[src/rtl/instr_fetch_queue.sv]
// Fetch stage: addresses instruction memory, buffers {pc, instr} pairs in a small
// prefetch FIFO and hands the head to the control unit. A jump flushes and redirects.
module instr_fetch_queue #(
  parameter int DEPTH    = 4,
  parameter int ADDR_W   = 8,
  parameter int INSTR_W  = 16,
  parameter int RESET_PC = 0
) (
  input  logic                       clk,
  input  logic                       reset,
  input  logic                       fetch_en,
  output logic [ADDR_W-1:0]          imem_addr,
  input  logic [INSTR_W-1:0]         imem_data,
  output logic [INSTR_W-1:0]         instr,
  output logic [ADDR_W-1:0]          instr_pc,
  output logic                       instr_valid,
  input  logic                       instr_ready,
  input  logic                       jump,
  input  logic [ADDR_W-1:0]          jump_target,
  output logic [$clog2(DEPTH):0]     count
);

  localparam int PTR_W = $clog2(DEPTH);
  localparam int CNT_W = PTR_W + 1;

  logic [ADDR_W-1:0]  r_fetch_pc;
  logic [PTR_W-1:0]   r_rd_ptr;
  logic [PTR_W-1:0]   r_wr_ptr;
  logic [CNT_W-1:0]   r_count;
  logic [ADDR_W-1:0]  r_pc_mem    [DEPTH];
  logic [INSTR_W-1:0] r_instr_mem [DEPTH];

  logic w_pop;
  logic w_push;

  // Handshake: the head transfers on any edge where instr_valid && instr_ready;
  // instr_valid never depends on instr_ready, and a ready with an empty queue is ignored.
  assign w_pop  = (r_count != '0) && instr_ready;
  assign w_push = fetch_en && !jump && ((r_count < CNT_W'(DEPTH)) || w_pop);

  assign imem_addr   = r_fetch_pc;
  assign instr       = r_instr_mem[r_rd_ptr];
  assign instr_pc    = r_pc_mem[r_rd_ptr];
  assign instr_valid = (r_count != '0);
  assign count       = r_count;

  always_ff @(posedge clk or posedge reset) begin
    if (reset) begin
      r_fetch_pc <= ADDR_W'(RESET_PC);
      r_rd_ptr   <= '0;
      r_wr_ptr   <= '0;
      r_count    <= '0;
      for (int i = 0; i < DEPTH; i++) begin
        r_pc_mem[i]    <= '0;
        r_instr_mem[i] <= '0;
      end
    end else if (jump) begin
      // Redirect wins over any push/pop; stale storage is simply orphaned.
      r_fetch_pc <= jump_target;
      r_rd_ptr   <= '0;
      r_wr_ptr   <= '0;
      r_count    <= '0;
    end else begin
      if (w_push) begin
        r_pc_mem[r_wr_ptr]    <= r_fetch_pc;
        r_instr_mem[r_wr_ptr] <= imem_data;
        r_wr_ptr              <= r_wr_ptr + 1'b1;
        r_fetch_pc            <= r_fetch_pc + 1'b1;
      end
      if (w_pop) begin
        r_rd_ptr <= r_rd_ptr + 1'b1;
      end
      if (w_push && !w_pop) begin
        r_count <= r_count + 1'b1;
      end else if (w_pop && !w_push) begin
        r_count <= r_count - 1'b1;
      end
    end
  end

endmodule

[config.mk]
export PLATFORM = sky130hd
export DESIGN_NAME = instr_fetch_queue
export DESIGN_NICKNAME = d
export VERILOG_FILES = /design/src/rtl/instr_fetch_queue.sv
export SDC_FILE = /design/constraint.sdc
export NUM_CORES = 1
export LEC_CHECK = 0
export CORE_ASPECT_RATIO = 1.75
export CORE_MARGIN = 8
export CORE_UTILIZATION = 45
export CTS_CLUSTER_SIZE = 16
export DETAILED_ROUTE_END_ITERATION = 12
export PLACE_DENSITY = 0.67
export REMOVE_ABC_BUFFERS = 1
export SKIP_CTS_REPAIR_TIMING = 1
export SYNTH_ARGS = -nofsm -noshare
export SYNTH_HDL_FRONTEND = slang
export SYNTH_SLANG_ARGS = --single-unit
[constraint.sdc]
create_clock -name clk -period 6.6 [get_ports clk]
set_input_delay 0.66 -clock clk [delete_from_list [all_inputs] [get_ports clk]]
set_output_delay 0.66 -clock clk [all_outputs]
set_load 0.005 [all_outputs]
# Word level (Yosys, flattened, before mapping)
# Index checks and enable logic that the tools add are counted.
# word_totals
input_bits	29
word_cells	60
output_inout_bits	36
regBits	111
# op_classes
n_addsub	5
n_mux	21
reduce_logical	15
bitwise	3
order_cmp	4
# op_table
op	n
64-bit bitwise mux	1
16-bit two-way mux	3
8-bit two-way mux	5
16-bit binary-select mux with 2-bit select	1
32-bit bitwise mux	1
16-bit demux with 2-bit select	1
8-bit binary-select mux with 2-bit select	1
8-bit demux with 2-bit select	1
3-bit two-way mux	3
8-bit by 1-bit adder with 8-bit output, second input constant	1
2-bit two-way mux	4
3-bit >= comparator, second input constant	2
1-bit logical AND	6
2-bit inverter with 3-bit output	2
3-bit nonzero test	2
2-bit by 1-bit adder with 2-bit output, second input constant	2
2-bit nonzero test	2
3-bit by 1-bit adder with 3-bit output, second input constant	1
1-bit zero test	3
3-bit by 1-bit less-than comparator with 1-bit output, second input constant	1
3-bit less-than comparator, second input constant	1
3-bit by 1-bit subtractor with 3-bit output, second input constant	1
2-bit AND reduction	1
1-bit logical OR	1
1-bit inverter	1

# Logic depth before layout (Yosys ltp)
# logic_depth
word_depth	9
depth_mapped	8

# Least setup slack after synthesis
# No wires, ideal clock.
# synth_timing
kind	in2reg
from	input instr_ready
to	register r_count[2] (netlist: count[2])
t_required_ns	6.480
n_path_buf	0
stages	7
setup_slack_ns	4.379
arrival_ns	2.101
setup_time_ns	0.120
cell_sequence	nor2b_1 nor3_4 and2_1 fa_1 and4_1 a211o_1 and3_1
# synth_between
elab_chain_len	6
elab_cells_between_ends	10
# synth_rtl
item	line_no	rtl
start: declaration	17	input logic instr_ready,
1-bit logical AND *	38	assign w_pop = (r_count != '0) && instr_ready;
1-bit logical OR	39	assign w_push = fetch_en && !jump && ((r_count < CNT_W'(DEPTH)) || w_pop);
1-bit logical AND	39	
1-bit logical AND / 1-bit zero test (equally long branches)	73, 75	
3-bit two-way mux / 1-bit logical AND (equally long branches)	73, 75	
3-bit two-way mux / 3-bit nonzero test (equally long branches)	--	
end signal: assignment	74	r_count <= r_count + 1'b1;
end signal: assignment	76	r_count <= r_count - 1'b1;
end: declaration	29	logic [CNT_W-1:0] r_count;
# Every way passes the cells marked *; elsewhere a longest branch is shown, timed or not.
# A chain may end at the register's enable or synchronous reset.

# Final worst setup path
# layout_timing
from	register r_rd_ptr[1]
to	output instr_pc[4]
# layout_between
elab_chain_len	4
# layout_rtl
item	line_no	rtl
start: declaration	27	logic [PTR_W-1:0] r_rd_ptr;
start signal: assignment	71	r_rd_ptr <= r_rd_ptr + 1'b1;
2-bit inverter with 3-bit output (not written as such)	43	assign instr_pc = r_pc_mem[r_rd_ptr];
8-bit binary-select mux with 2-bit select	43	
8-bit two-way mux (not written as such) (2 in a row)	43	
end: declaration	15	output logic [ADDR_W-1:0] instr_pc,
# No other way between the ends. The select of a mux whose other input is x is not followed.

==> summary.txt <==
Logic synthesis
  – Mean post-synth cell area: 16.28 µm²
  – Post-Synthesis Cells: 330
  – Synth area leaders: dfrtp_1 52%, mux2_4 22%, mux4_2 10%
  – Mapped Area: 5374 µm²
  – Flops & latches, synth: 111
  – Synth top area share: 0.5169
  – Largest area contributor in the netlist: dfrtp_1
  – Library cells used by synthesis: 33
  – Synth Warn #: 0
  – Sequential-to-total area share from yosys stat: 0.5169

Route
  – Vias: 2909
  – ANT nets after route: 0
  – Drt drc: 0
  – Routed wire per std cell: 20.47 µm
  – DR pass1 iterations: 4
  – Vias per inst: 5.478
  – Starting DRT DRC Count: 96
  – WL final: 10.87 mm

STA
  – RSZ-0062 raised after global routing: no
  – Final Critical Period: 3102 ps
  – Fin crit share: 0.4700
  – Hold WS: 505.9 ps
  – Worst slew margin: 0.3780
  – Setup violators final: 0
  – Max Freq: 322.4 MHz
  – Slew @ Worst Pin: 933.0 ps
  – Slew Viols, Final: 0
  – Hold Fails Final Rpt: 0
  – Setup TNS: 0 ps
  – Clk_skew: 5.400 ps

Worst hold path
  – Worst Hold Class: register to register

Critical path
  – Flop2flop setup slack: 4420 ps
  – Startpoint types: register
  – Worst R2R Path Depth: 7
  – Crit path to: instr_pc[4]
  – Crit Path Category: register to output pin
  – CP arrival: 2440 ps
  – CP Data Required Time: 5940 ps
  – R2R Path Start: count[2]
  – Worst Setup SP: r_rd_ptr[1]
  – Worst R2R End: count[2]
  – Critical Path Fanout Max: 16
  – Crit. End Element: output pin

Placement
  – Port Buffer Count: 64
  – HPWL Detailed: 7.018 mm
  – GP Congestion: 0.7821

Status
  – Status: completed

Power and ir drop
  – Clock power frac: 0.192
  – Combinational fraction of design power: 0.380
  – P_int: 1953 µW
  – VDD IR max: 0.2025 mV
  – PwrDens: 423.1 nW/µm²
  – Total power: 2687 µW
  – Pleak: 0.003005 µW
  – Net Switching: 734.1 µW
  – Seq pwr share: 0.428
  – Switching Share: 0.2732

GRT
  – First-pass GRT wire length: 18.19 mm
  – Gr usage total: 0.1460
  – Largest net degree at the start of global routing: 75
  – Met3 usage: 0.02384
  – Met1 Usage GRT: 0.1811
  – Initial antenna violation count: 0
  – Busiest grt layer: met2
  – GRT Residual Overflow: 0
  – Vias in the first global route: 3353
  – GR Util met2: 0.2441

Floorplan
  – Die area: 15830 µm²
  – Placeable Area: 11800 µm²
  – Chip width: 98.61 µm
  – Die height: 160.6 µm
  – I/O Pins: 65
  – Row cnt: 53
  – Starting Density: 0.4553

Clocking
  – Clock latency on the worst-skew pair: 340 ps
  – CTS tree: done
  – Clock Sinks: 111
  – Inserted Clock Buffers: 9
  – Max clock buf depth: 2
  – Clock slew at reported path FFs: 70 ps
  – Clk root buf: clkbuf_16
  – Htree depth: 3

Final layout
  – Commonest non-fill, non-tap cells in the layout: 110 x dfrtp_1, 80 x mux2_4, 64 x clkdlybuf4s50_1
  – Area of the multi-input gates: 2434 µm²
  – Share of cells above drive strength 1: 0.3756
  – Layout area overhead: 18.21%
  – Nets: 424
  – Ant. Diodes: 0
  – Most common cell after layout, fill and taps aside: dfrtp_1
  – Register Area: 2779 µm²
  – Layout fillers: 972

Run
  – Max cap viols: 0
sequential cells by signal, summed over array words and instances (netlist names):
register	flops
r_instr_mem	64
r_pc_mem	32
imem_addr	8
count	3
r_rd_ptr	2
r_wr_ptr	2
cell families after synthesis:
family	count (synthesis)	synth area share
fa+ha+maj	6	0.01537
flops	111	0.5169
xor+xnor	8	0.01304
simple gates	44	0.04727
buf+inv	25	0.03027
compound gates	13	0.01350
mux	123	0.3637
per-stage QoR:
step	utilization	setup WS [ps]	area (µm²)	instances
floorplan	-	3009	5238	312
global placement	0.5141	3556	6068	515
detailed placement	0.5141	3488	6068	515
CTS	0.5382	3439	6352	531
global route	0.5382	3365	6352	531
finish	0.5382	3498	6352	531
power by group through the flow:
stage / clock network [µW] / logic [µW] / registers [µW]
after detailed placement: 0 / 1040 / 1160
after global routing: 559 / 1100 / 1190
after global placement: 0 / 1020 / 1140
final: 516 / 1020 / 1150
after CTS: 532 / 1040 / 1150
after floorplan: 0 / 662 / 1090
critical path, cell delays in order (launching register included):
cell and delay [ps]:
dfrtp_1 640, buf_4 390, mux4_2 590, clkdlybuf4s50_1 470
routing by layer:
| metal | part of all wire | vias to the layer above |
|---|---|---|
| met3 | 0.024 | 15 |
| met1 | 0.44 | 1530 |
| met4 | 0.022 | 0 |
| met5 | 0 | - |
| met2 | 0.51 | 55 |
| li1 | - | 1309 |
layout make-up:
class	instances	area share
inverters	7	0.004530
multi-input cells	194	0.3831
clock buffers	10	0.03762
flip-flops and latches	111	0.4375
well taps	137	0.02698
repair buffers	66	0.1032
clock inverters	6	0.007091
how the worst min path moves through the flow:
| stage | start | to | slack (ps) | cells after the start |
|---|---|---|---|---|
| 6_report | r_pc_mem[23] | r_pc_mem[23] | 510 | 1 |
| 5_1_grt | r_pc_mem[6] | r_pc_mem[6] | 520 | 1 |
| 4_1_cts | r_pc_mem[6] | r_pc_mem[6] | 510 | 1 |
| 3_5_place_dp | r_pc_mem[6] | r_pc_mem[6] | 490 | 1 |
| 3_3_place_gp | r_pc_mem[16] | r_pc_mem[16] | 480 | 1 |
| 2_1_floorplan | r_pc_mem[3] | r_pc_mem[3] | 470 | 1 |
Yosys cell counts, drive strengths merged:
| cell type | instances |
|---|---|
| a211o | 1 |
| a21oi | 1 |
| a31oi | 3 |
| and2 | 2 |
| and3 | 3 |
| and4 | 1 |
| buf | 15 |
| clkbuf | 3 |
| dfrtp | 111 |
| fa | 1 |
| ha | 5 |
| inv | 7 |
| mux2 | 98 |
| mux2i | 1 |
| mux4 | 24 |
| nand2 | 14 |
| nand2b | 1 |
| nand3 | 2 |
| nand4 | 4 |
| nor2 | 10 |
| nor2b | 1 |
| nor3 | 2 |
| o21ai | 8 |
| or3 | 4 |
| xnor2 | 3 |
| xor2 | 5 |
Power figures use the tool's default switching activity.
